$ cat config.mk
export PLATFORM = sky130hd
export DESIGN_NAME = fb_port_arbiter
export DESIGN_NICKNAME = d
export VERILOG_FILES = /design/src/rtl/fb_arb_pkg.sv /design/src/rtl/fb_wr_fifo.sv /design/src/rtl/fb_port_arbiter.sv
export SDC_FILE = /design/constraint.sdc
export NUM_CORES = 1
export LEC_CHECK = 0
export ABC_AREA = 0
export BUFFER_PORTS_ARGS = -buffer_cell sky130_fd_sc_hd__buf_2
export CORE_MARGIN = 3
export CORE_UTILIZATION = 45
export CTS_BUF_LIST = sky130_fd_sc_hd__clkbuf_8
export CTS_CLUSTER_DIAMETER = 50
export CTS_CLUSTER_SIZE = 12
export DETAILED_ROUTE_END_ITERATION = 10
export PLACE_DENSITY_LB_ADDON = 0.08
export SLEW_MARGIN = 20
export SYNTH_ARGS = -nofsm -noshare
export SYNTH_HDL_FRONTEND = slang
export SYNTH_HIERARCHICAL = 1
export SYNTH_SLANG_ARGS = --single-unit
$ cat constraint.sdc
create_clock -name clk -period 2.44 [get_ports clk]
set_clock_uncertainty 0.05 [all_clocks]
set_input_delay 0 -clock clk [delete_from_list [all_inputs] [get_ports clk]]
set_output_delay 0 -clock clk [all_outputs]
set_load 0.01 [all_outputs]
$ cat src/rtl/fb_arb_pkg.sv
// Shared defaults and read-tag encoding for the frame-buffer port arbiter.
package fb_arb_pkg;
  localparam int AW_DEF     = 17;
  localparam int DW_DEF     = 8;
  localparam int WDEPTH_DEF = 4;

  typedef enum logic [1:0] {
    TAG_NONE = 2'd0,
    TAG_R0   = 2'd1,
    TAG_R1   = 2'd2
  } rd_tag_e;
endpackage

$ cat src/rtl/fb_wr_fifo.sv
// Capture write FIFO of {addr,data}; head entry is visible combinationally from storage.
module fb_wr_fifo
  import fb_arb_pkg::*;
#(
  parameter int AW    = AW_DEF,
  parameter int DW    = DW_DEF,
  parameter int DEPTH = WDEPTH_DEF,
  localparam int PW   = $clog2(DEPTH),
  localparam int CW   = PW + 1
) (
  input  logic          clk,
  input  logic          rst,
  input  logic          push,
  input  logic          pop,
  input  logic [AW-1:0] wr_addr,
  input  logic [DW-1:0] wr_data,
  output logic [AW-1:0] rd_addr,
  output logic [DW-1:0] rd_data,
  output logic          full,
  output logic          empty,
  output logic [CW-1:0] count
);
  logic [AW+DW-1:0] r_mem [DEPTH];
  logic [PW-1:0]    r_wp, r_rp;
  logic [CW-1:0]    r_cnt;

  // Storage carries no reset; only the pointers define what is live.
  always_ff @(posedge clk) begin
    if (push) r_mem[r_wp] <= {wr_addr, wr_data};
  end

  always_ff @(posedge clk) begin
    if (rst) begin
      r_wp  <= '0;
      r_rp  <= '0;
      r_cnt <= '0;
    end else begin
      if (push) r_wp <= r_wp + PW'(1);
      if (pop)  r_rp <= r_rp + PW'(1);
      case ({push, pop})
        2'b10:   r_cnt <= r_cnt + CW'(1);
        2'b01:   r_cnt <= r_cnt - CW'(1);
        default: r_cnt <= r_cnt;
      endcase
    end
  end

  assign {rd_addr, rd_data} = r_mem[r_rp];
  assign full  = (r_cnt == CW'(DEPTH));
  assign empty = (r_cnt == '0);
  assign count = r_cnt;
endmodule

$ cat src/rtl/fb_port_arbiter.sv
// Single-port frame-buffer arbiter: buffered capture writes first, then two
// round-robin readers with a 2-edge tagged read return.
module fb_port_arbiter
  import fb_arb_pkg::*;
#(
  parameter int AW     = AW_DEF,
  parameter int DW     = DW_DEF,
  parameter int WDEPTH = WDEPTH_DEF
) (
  input  logic          clk,
  input  logic          rst,
  input  logic          wr_valid,
  input  logic [AW-1:0] wr_addr,
  input  logic [DW-1:0] wr_data,
  input  logic          r0_req,
  input  logic [AW-1:0] r0_addr,
  output logic          r0_ack,
  output logic          r0_valid,
  output logic [DW-1:0] r0_data,
  input  logic          r1_req,
  input  logic [AW-1:0] r1_addr,
  output logic          r1_ack,
  output logic          r1_valid,
  output logic [DW-1:0] r1_data,
  output logic [AW-1:0] ram_addr,
  output logic [DW-1:0] ram_din,
  output logic          ram_we,
  input  logic [DW-1:0] ram_dout,
  input  logic          ovf_clr,
  output logic          ovf
);
  localparam int CW = $clog2(WDEPTH) + 1;

  logic          w_full, w_empty, w_push, w_pop, w_drop, w_rd_slot, w_gnt1;
  logic [CW-1:0] w_cnt;
  logic [AW-1:0] w_head_addr;
  logic [DW-1:0] w_head_data;

  logic          r_rr, r_ack0, r_ack1, r_we, r_ovf;
  logic [AW-1:0] r_addr;
  logic [DW-1:0] r_din;
  rd_tag_e       r_tag_iss, r_tag_ret;

  // Any queued write owns the slot; a full FIFO only drops when it cannot pop.
  assign w_pop     = !w_empty;
  assign w_push    = wr_valid && (!w_full || w_pop);
  assign w_drop    = wr_valid && w_full && !w_pop;
  assign w_rd_slot = w_empty && (r0_req || r1_req);
  assign w_gnt1    = (r0_req && r1_req) ? r_rr : r1_req;

  fb_wr_fifo #(.AW(AW), .DW(DW), .DEPTH(WDEPTH)) u_wr_fifo (
    .clk     (clk),
    .rst     (rst),
    .push    (w_push),
    .pop     (w_pop),
    .wr_addr (wr_addr),
    .wr_data (wr_data),
    .rd_addr (w_head_addr),
    .rd_data (w_head_data),
    .full    (w_full),
    .empty   (w_empty),
    .count   (w_cnt)
  );

  always_ff @(posedge clk) begin
    if (rst) begin
      r_rr      <= 1'b0;
      r_ack0    <= 1'b0;
      r_ack1    <= 1'b0;
      r_we      <= 1'b0;
      r_addr    <= '0;
      r_din     <= '0;
      r_ovf     <= 1'b0;
      r_tag_iss <= TAG_NONE;
      r_tag_ret <= TAG_NONE;
    end else begin
      r_we   <= w_pop;
      r_ack0 <= w_rd_slot && !w_gnt1;
      r_ack1 <= w_rd_slot &&  w_gnt1;
      if (w_pop) begin
        r_addr <= w_head_addr;
        r_din  <= w_head_data;
      end else if (w_rd_slot) begin
        r_addr <= w_gnt1 ? r1_addr : r0_addr;
        r_rr   <= !w_gnt1;
      end
      r_tag_iss <= w_rd_slot ? (w_gnt1 ? TAG_R1 : TAG_R0) : TAG_NONE;
      r_tag_ret <= r_tag_iss;
      if (w_drop)       r_ovf <= 1'b1;
      else if (ovf_clr) r_ovf <= 1'b0;
    end
  end

  // FIFO occupancy flags must agree with its count.
  always_ff @(posedge clk) begin
    if (!rst) assert (w_empty == (w_cnt == '0) && !(w_full && w_empty));
  end

  assign ram_we   = r_we;
  assign ram_addr = r_addr;
  assign ram_din  = r_din;
  assign r0_ack   = r_ack0;
  assign r1_ack   = r_ack1;
  assign r0_valid = (r_tag_ret == TAG_R0);
  assign r1_valid = (r_tag_ret == TAG_R1);
  assign r0_data  = r0_valid ? ram_dout : '0;
  assign r1_data  = r1_valid ? ram_dout : '0;
  assign ovf      = r_ovf;
endmodule
# Word-level counts from Yosys, hierarchy flattened
# Memory sizes are Yosys's and may differ from the RTL's. A register that Yosys moved wholly into a read port is not among the register bits.
# Index checks and enable logic that the tools add are counted.
# classes
n_addsub	4
eq_ne	6
muxes	14
bitwise	1
reduce_logical	17
# op_table
operator	count
$mux 17	3
$mux 8	2
$logic_and 1x1->1	7
$mux 2	3
$pmux 3 s2	1
$mux 1	5
$add 2x1->2 const B	2
$eq 2x1->1 const B	2
$eq 2x2->1 const B	2
$reduce_bool 2->1	2
$add 3x1->3 const B	1
$eq 3x3->1 const B	1
$logic_not 1->1	3
$logic_not 3->1	1
$sub 3x1->3 const B	1
$logic_or 1x1->1	2
$ne 2x1->1 const B	1
$reduce_and 2->1	1
$reduce_or 2->1	1
$not 1->1	1
# word_totals
regBits	41
ram_bits	100
out_inout_bits	47
wordCells	55
memories	1
# memory_table
memory	depth	word_bits	rd	rd_ports_with_merged_regs	wr	line_no	source
u_wr_fifo.r_mem	4	25	1	1	1	fb_wr_fifo.sv:23	logic [AW+DW-1:0] r_mem [DEPTH];

# Longest topological paths before layout
# depth
depth_word	6
ltp_mapped	11
mapped_depth_nobuf	10

# Hierarchy
# The synthesis kept the hierarchy.
# by_module_without_submodules
module	instances	cells_each	area_each_um2	seq_area_each_um2
fb_wr_fifo	1	178	4085.2	3183.1
fb_port_arbiter	1	171	1624.1	680.7

# Least setup slack after synthesis
# OpenSTA, ideal clock, no wires.
# synth_path
kind	flip-flop to flip-flop
from	register u_wr_fifo.r_cnt[1] (netlist: u_wr_fifo/count[1])
to	register u_wr_fifo.r_cnt[2] (netlist: u_wr_fifo/count[2])
t_arrival_ns	2.560
required_ns	2.320
path_slack_ns	-0.240
stages_incl_launch_ff	12
n_path_buf	2
path_cell_list	dfxtp_1 nor3_1 buf_2 buf_2 a21boi_0 inv_1 ha_1 inv_1 fa_1 xor2_1 or3_1 a21oi_1
# synth_between
elab_chain_cells	6
word_cells_on_any_way	12
cone_classes	add/sub (2); eq/ne (3); mux (1); reduce/logical (6)
# synth_rtl
element	line_no	source
from (decl)	fb_wr_fifo.sv:25	logic [CW-1:0] r_cnt;
from (signal assigned)	fb_wr_fifo.sv:41	2'b10: r_cnt <= r_cnt + CW'(1);
from (signal assigned)	fb_wr_fifo.sv:42	2'b01: r_cnt <= r_cnt - CW'(1);
from (signal assigned)	fb_wr_fifo.sv:43	default: r_cnt <= r_cnt;
$logic_not 3->1 *	fb_wr_fifo.sv:50	assign empty = (r_cnt == '0);
net w_empty	fb_port_arbiter.sv:34	logic w_full, w_empty, w_push, w_pop, w_drop, w_rd_slot, w_gnt1;
$logic_not 1->1 *	fb_port_arbiter.sv:45	assign w_pop = !w_empty;
$logic_or 1x1->1 *	fb_port_arbiter.sv:46	assign w_push = wr_valid && (!w_full || w_pop);
$logic_and 1x1->1 *	fb_port_arbiter.sv:46	
net w_push	fb_port_arbiter.sv:34	
$eq 2x1->1 / $eq 2x2->1 (equally long branches)	fb_wr_fifo.sv:40	case ({push, pop})
$pmux 3 s2 / $reduce_bool 2->1 (equally long branches)	-	
# The timed path passes the listed nets; every way through them passes the cells marked *.
# A chain may end at the register's enable or synchronous reset.

# Worst setup path after layout
# layout_path
from	register u_wr_fifo.r_cnt[1] (netlist: u_wr_fifo/count[1])
to	register r_rr
# layout_between
elab_chain_cells	3
# layout_rtl
element	line_no	source
$logic_not 3->1 *	fb_wr_fifo.sv:50	
net w_empty	fb_port_arbiter.sv:34	
$logic_and 1x1->1	fb_port_arbiter.sv:48	assign w_rd_slot = w_empty && (r0_req || r1_req);
$reduce_and 2->1 (no line) *	-	
to (signal assigned)	fb_port_arbiter.sv:85	r_rr <= !w_gnt1;
to (decl)	fb_port_arbiter.sv:39	logic r_rr, r_ack0, r_ack1, r_we, r_ovf;
# Marked as above.

==> flow_metrics.py <==
metrics = {
    "yosys": {
        "ys_warn_count": 6,
        "synth_cells": 349,
        "synth_flop_cell": "edfxtp_1",
        "syn_area_sq_um": 5710,
        "netlist_top_cells_count": "edfxtp_1, dfxtp_1, mux2i_1, a21oi_1",
        "synth_area_leader_cell": "edfxtp_1",
        "synth_edf_count": 100,
        "ys_seq_area_share_pct": 67.7,
        "syn_nets": 428,
        "syn_avg_cell_area_sq_um": 16.4,
        "yosysUniqueCellTypes": 36,
        "postSynth.asyncResetShare_pct": 0,
        "synth-seq-cells": 143,
        "synth.area.top_cells": "edfxtp_1, dfxtp_1, mux4_2",
        "synth_most_common_cell": "edfxtp_1",
        "yosys.area.top_type_share_pct": 52.6,
    },
    "job": {
        "cap_viol_max_count": 0,
    },
    "floorplan": {
        "dieArea_sq_um": 14100,
        "dieWidth_um": 119,
        "core_sq_um": 12200,
        "initial_utilization_pct": 46.8,
        "num_rows": 40,
        "ios": 120,
        "die_h_um": 119,
    },
    "route": {
        "post-route-drc-count": 0,
        "wl_mm": 12.2,
        "drt_iter0_markers": 171,
        "ant_nets": 0,
        "met1_length_mm": 5.56,
        "first_pass_iters": 4,
        "wl_met3_um": 715,
        "avgViaCountPerCell": 4.93,
        "routedWlPerCell_um": 16.8,
        "top_layer": "met4",
        "vias": 3587,
        "met2WireLength_mm": 5.80,
    },
    "critical_path": {
        "critPathCaptureType": "flip-flop",
        "cpMostUsedCell": "buf_4",
        "cpLargestDelayFamily": "buffers and inverters",
        "cp.arrival_ns": 2.63,
        "cp.required_ns": 2.76,
        "critPathKind": "reg -> reg",
        "crit_path_top_delay_cell": "dlygate4sd3_1",
        "start_kind": "flip-flop",
        "crit_fanout": 21,
        "max_stage_delay_ns": 0.56,
        "rrSetupSlack_ns": 0.13,
        "worstPathCellList": "nor3_4 -> buf_4 -> inv_2 -> buf_4 -> or3_1 -> a21oi_1 -> dlygate4sd3_1",
        "worst-path-buf-inv": 4,
    },
    "sta": {
        "hold_viol": 0,
        "maxSlewViolCount": 0,
        "slew_headroom_pct": 60.7,
        "fin_crit_ns": 2.31,
        "min_period_over_period_pct": 94.6,
        "setup_viol": 0,
        "setup-tns-final_ns": 0,
        "tightest_slew_ns": 0.588,
        "max_freq_mhz": 433,
        "rsz0062_at_grt": "false",
    },
    "finish": {
        "layout-drive-gt1-share_pct": 35.4,
        "area_growth_syn_to_layout_pct": 31.0,
        "stdcell_count": 728,
        "fillers": 967,
        "utilization_pct": 61.2,
        "diodes": 0,
        "layout.nets": 627,
    },
    "global_routing": {
        "grt_max_degree": 29,
        "grt_pass1_wl_mm": 19.2,
        "grt_pass1_vias": 3697,
        "track_usage_pct": 17.8,
        "grt_overflow": 0,
        "antenna_found_initial": 0,
    },
    "clock_network": {
        "numCtsBuffers": 17,
        "cts_tree": "yes",
        "cts.sinks": 143,
        "clock_latency_ns": 0.43,
        "cts_setup_buffers": 0,
        "cts_htree_levels": 4,
        "clkTransAtPathRegs_ns": 0.07,
        "cts-root-buf": "clkbuf_8",
        "cts_buffer_depth": 2,
    },
    "power_and_ir_drop": {
        "vdd_drop_max_mv": 0.470,
        "power_leakage_nw": 3.08,
        "cellPowerDensity_nw_per_um2": 922,
    },
    "placement": {
        "routabilityCongestion": 0.733,
        "dpl.hpwl_mm": 7.91,
        "dp.cells": 632,
        "io_buffers": 119,
    },
    "hold_path": {
        "hold_class": "in -> reg",
    },
    "status": {
        "run_status": "finished, final reports clean",
    },
}
[worst min-delay path, stage by stage]
cell and delay, ns:
buf_2 0.11, a21boi_1 0.14, buf_4 0.16, mux2i_1 0.11, nor2_1 0.07
[layout by cell type, fill, tap and decap left out, drive strengths merged]
| cell | instances |
|---|---|
| xnor2 | 2 |
| mux2i | 26 |
| nor3 | 1 |
| nand2b | 1 |
| dlygate4sd3 | 65 |
| buf | 137 |
| clkinvlp | 2 |
| clkinv | 7 |
| nand3 | 1 |
| mux4 | 25 |
| nor2b | 6 |
| edfxtp | 100 |
| ha | 5 |
| nor2 | 20 |
| dfxtp | 43 |
| fa | 1 |
| or3 | 3 |
| o21ai | 2 |
| and2 | 20 |
| and3 | 18 |
| a21oi | 21 |
| nand2 | 3 |
| o22ai | 17 |
| a21boi | 1 |
| clkbuf | 18 |
| xor2 | 3 |
| inv | 12 |
[cells by family after synthesis]
kind of cell    synth area share (%)
buf+inv                         3.29
mux                             14.7
flops                           67.7
xor+xnor                       0.767
fa+ha+maj                       1.45
compound gates                  4.95
simple gates                    7.12
[layer usage]
layer  vias up  track usage (%)
met2       111             27.5
met1      1743             24.5
met5         -                0
li1       1721                -
met3        12             4.78
met4         0             6.08
[per-stage QoR]
| stage | hold WS [ns] | power [mW] | area, sq um | worst slack, ns |
|---|---|---|---|---|
| final | 0.153 | 6.90 | 7480 | 0.133 |
| after global placement | 0.162 | 5.30 | 6520 | 0.403 |
| after global routing | 0.154 | 7.30 | 7480 | 0.0154 |
| after detailed placement | 0.166 | 5.36 | 6520 | 0.298 |
| after CTS | 0.124 | 6.99 | 7480 | 0.141 |
| after floorplan | 0.0489 | 4.67 | 5720 | 0.00995 |
[area by class of cell]
class	instances	area, sq um	share of cell area [%]
clock buffers	18	248	3.31
multi-input cells	176	1670	22.3
flip-flops and latches	143	3860	51.7
well taps	168	210	2.81
inverters	8	30.0	0.402
clock inverters	13	62.6	0.837
repair buffers	202	1390	18.6
[final timing paths]
| check | startpoint | end | cells past startpoint |
|---|---|---|---|
| max reg2reg | u_wr_fifo/count[1] | r_rr | 7 |
| min | wr_valid | u_wr_fifo/r_wp[1] | 5 |
| max | u_wr_fifo/count[1] | r_rr | 7 |
| min reg2reg | r_tag_iss[0] | r_tag_ret[0] | 1 |
[state kept, by name (all words and copies together), names as in the netlist, named ones only]
register and count:
ovf 1, r0_ack 1, r1_ack 1, r_rr 1, r_tag_iss 2, r_tag_ret 2, ram_addr 17, ram_din 8
ram_we 1, u_wr_fifo/count 3, u_wr_fifo/r_mem 100, u_wr_fifo/r_rp 2, u_wr_fifo/r_wp 2
[where the power goes]
part	leakage [nW]	switching [mW]	internal [mW]
sequential	1.27	0.181	3.05
clock	0.174	0.813	0.690
combinational	1.63	1.12	1.04
total	3.08	2.11	4.79
[timing repair]
item                                   4_1_cts  5_1_grt
resized for setup                            0        0
endpoints found under the hold margin      130        0
hold buffers                                65        0
Note: power is estimated with default switching activity, not from simulation.
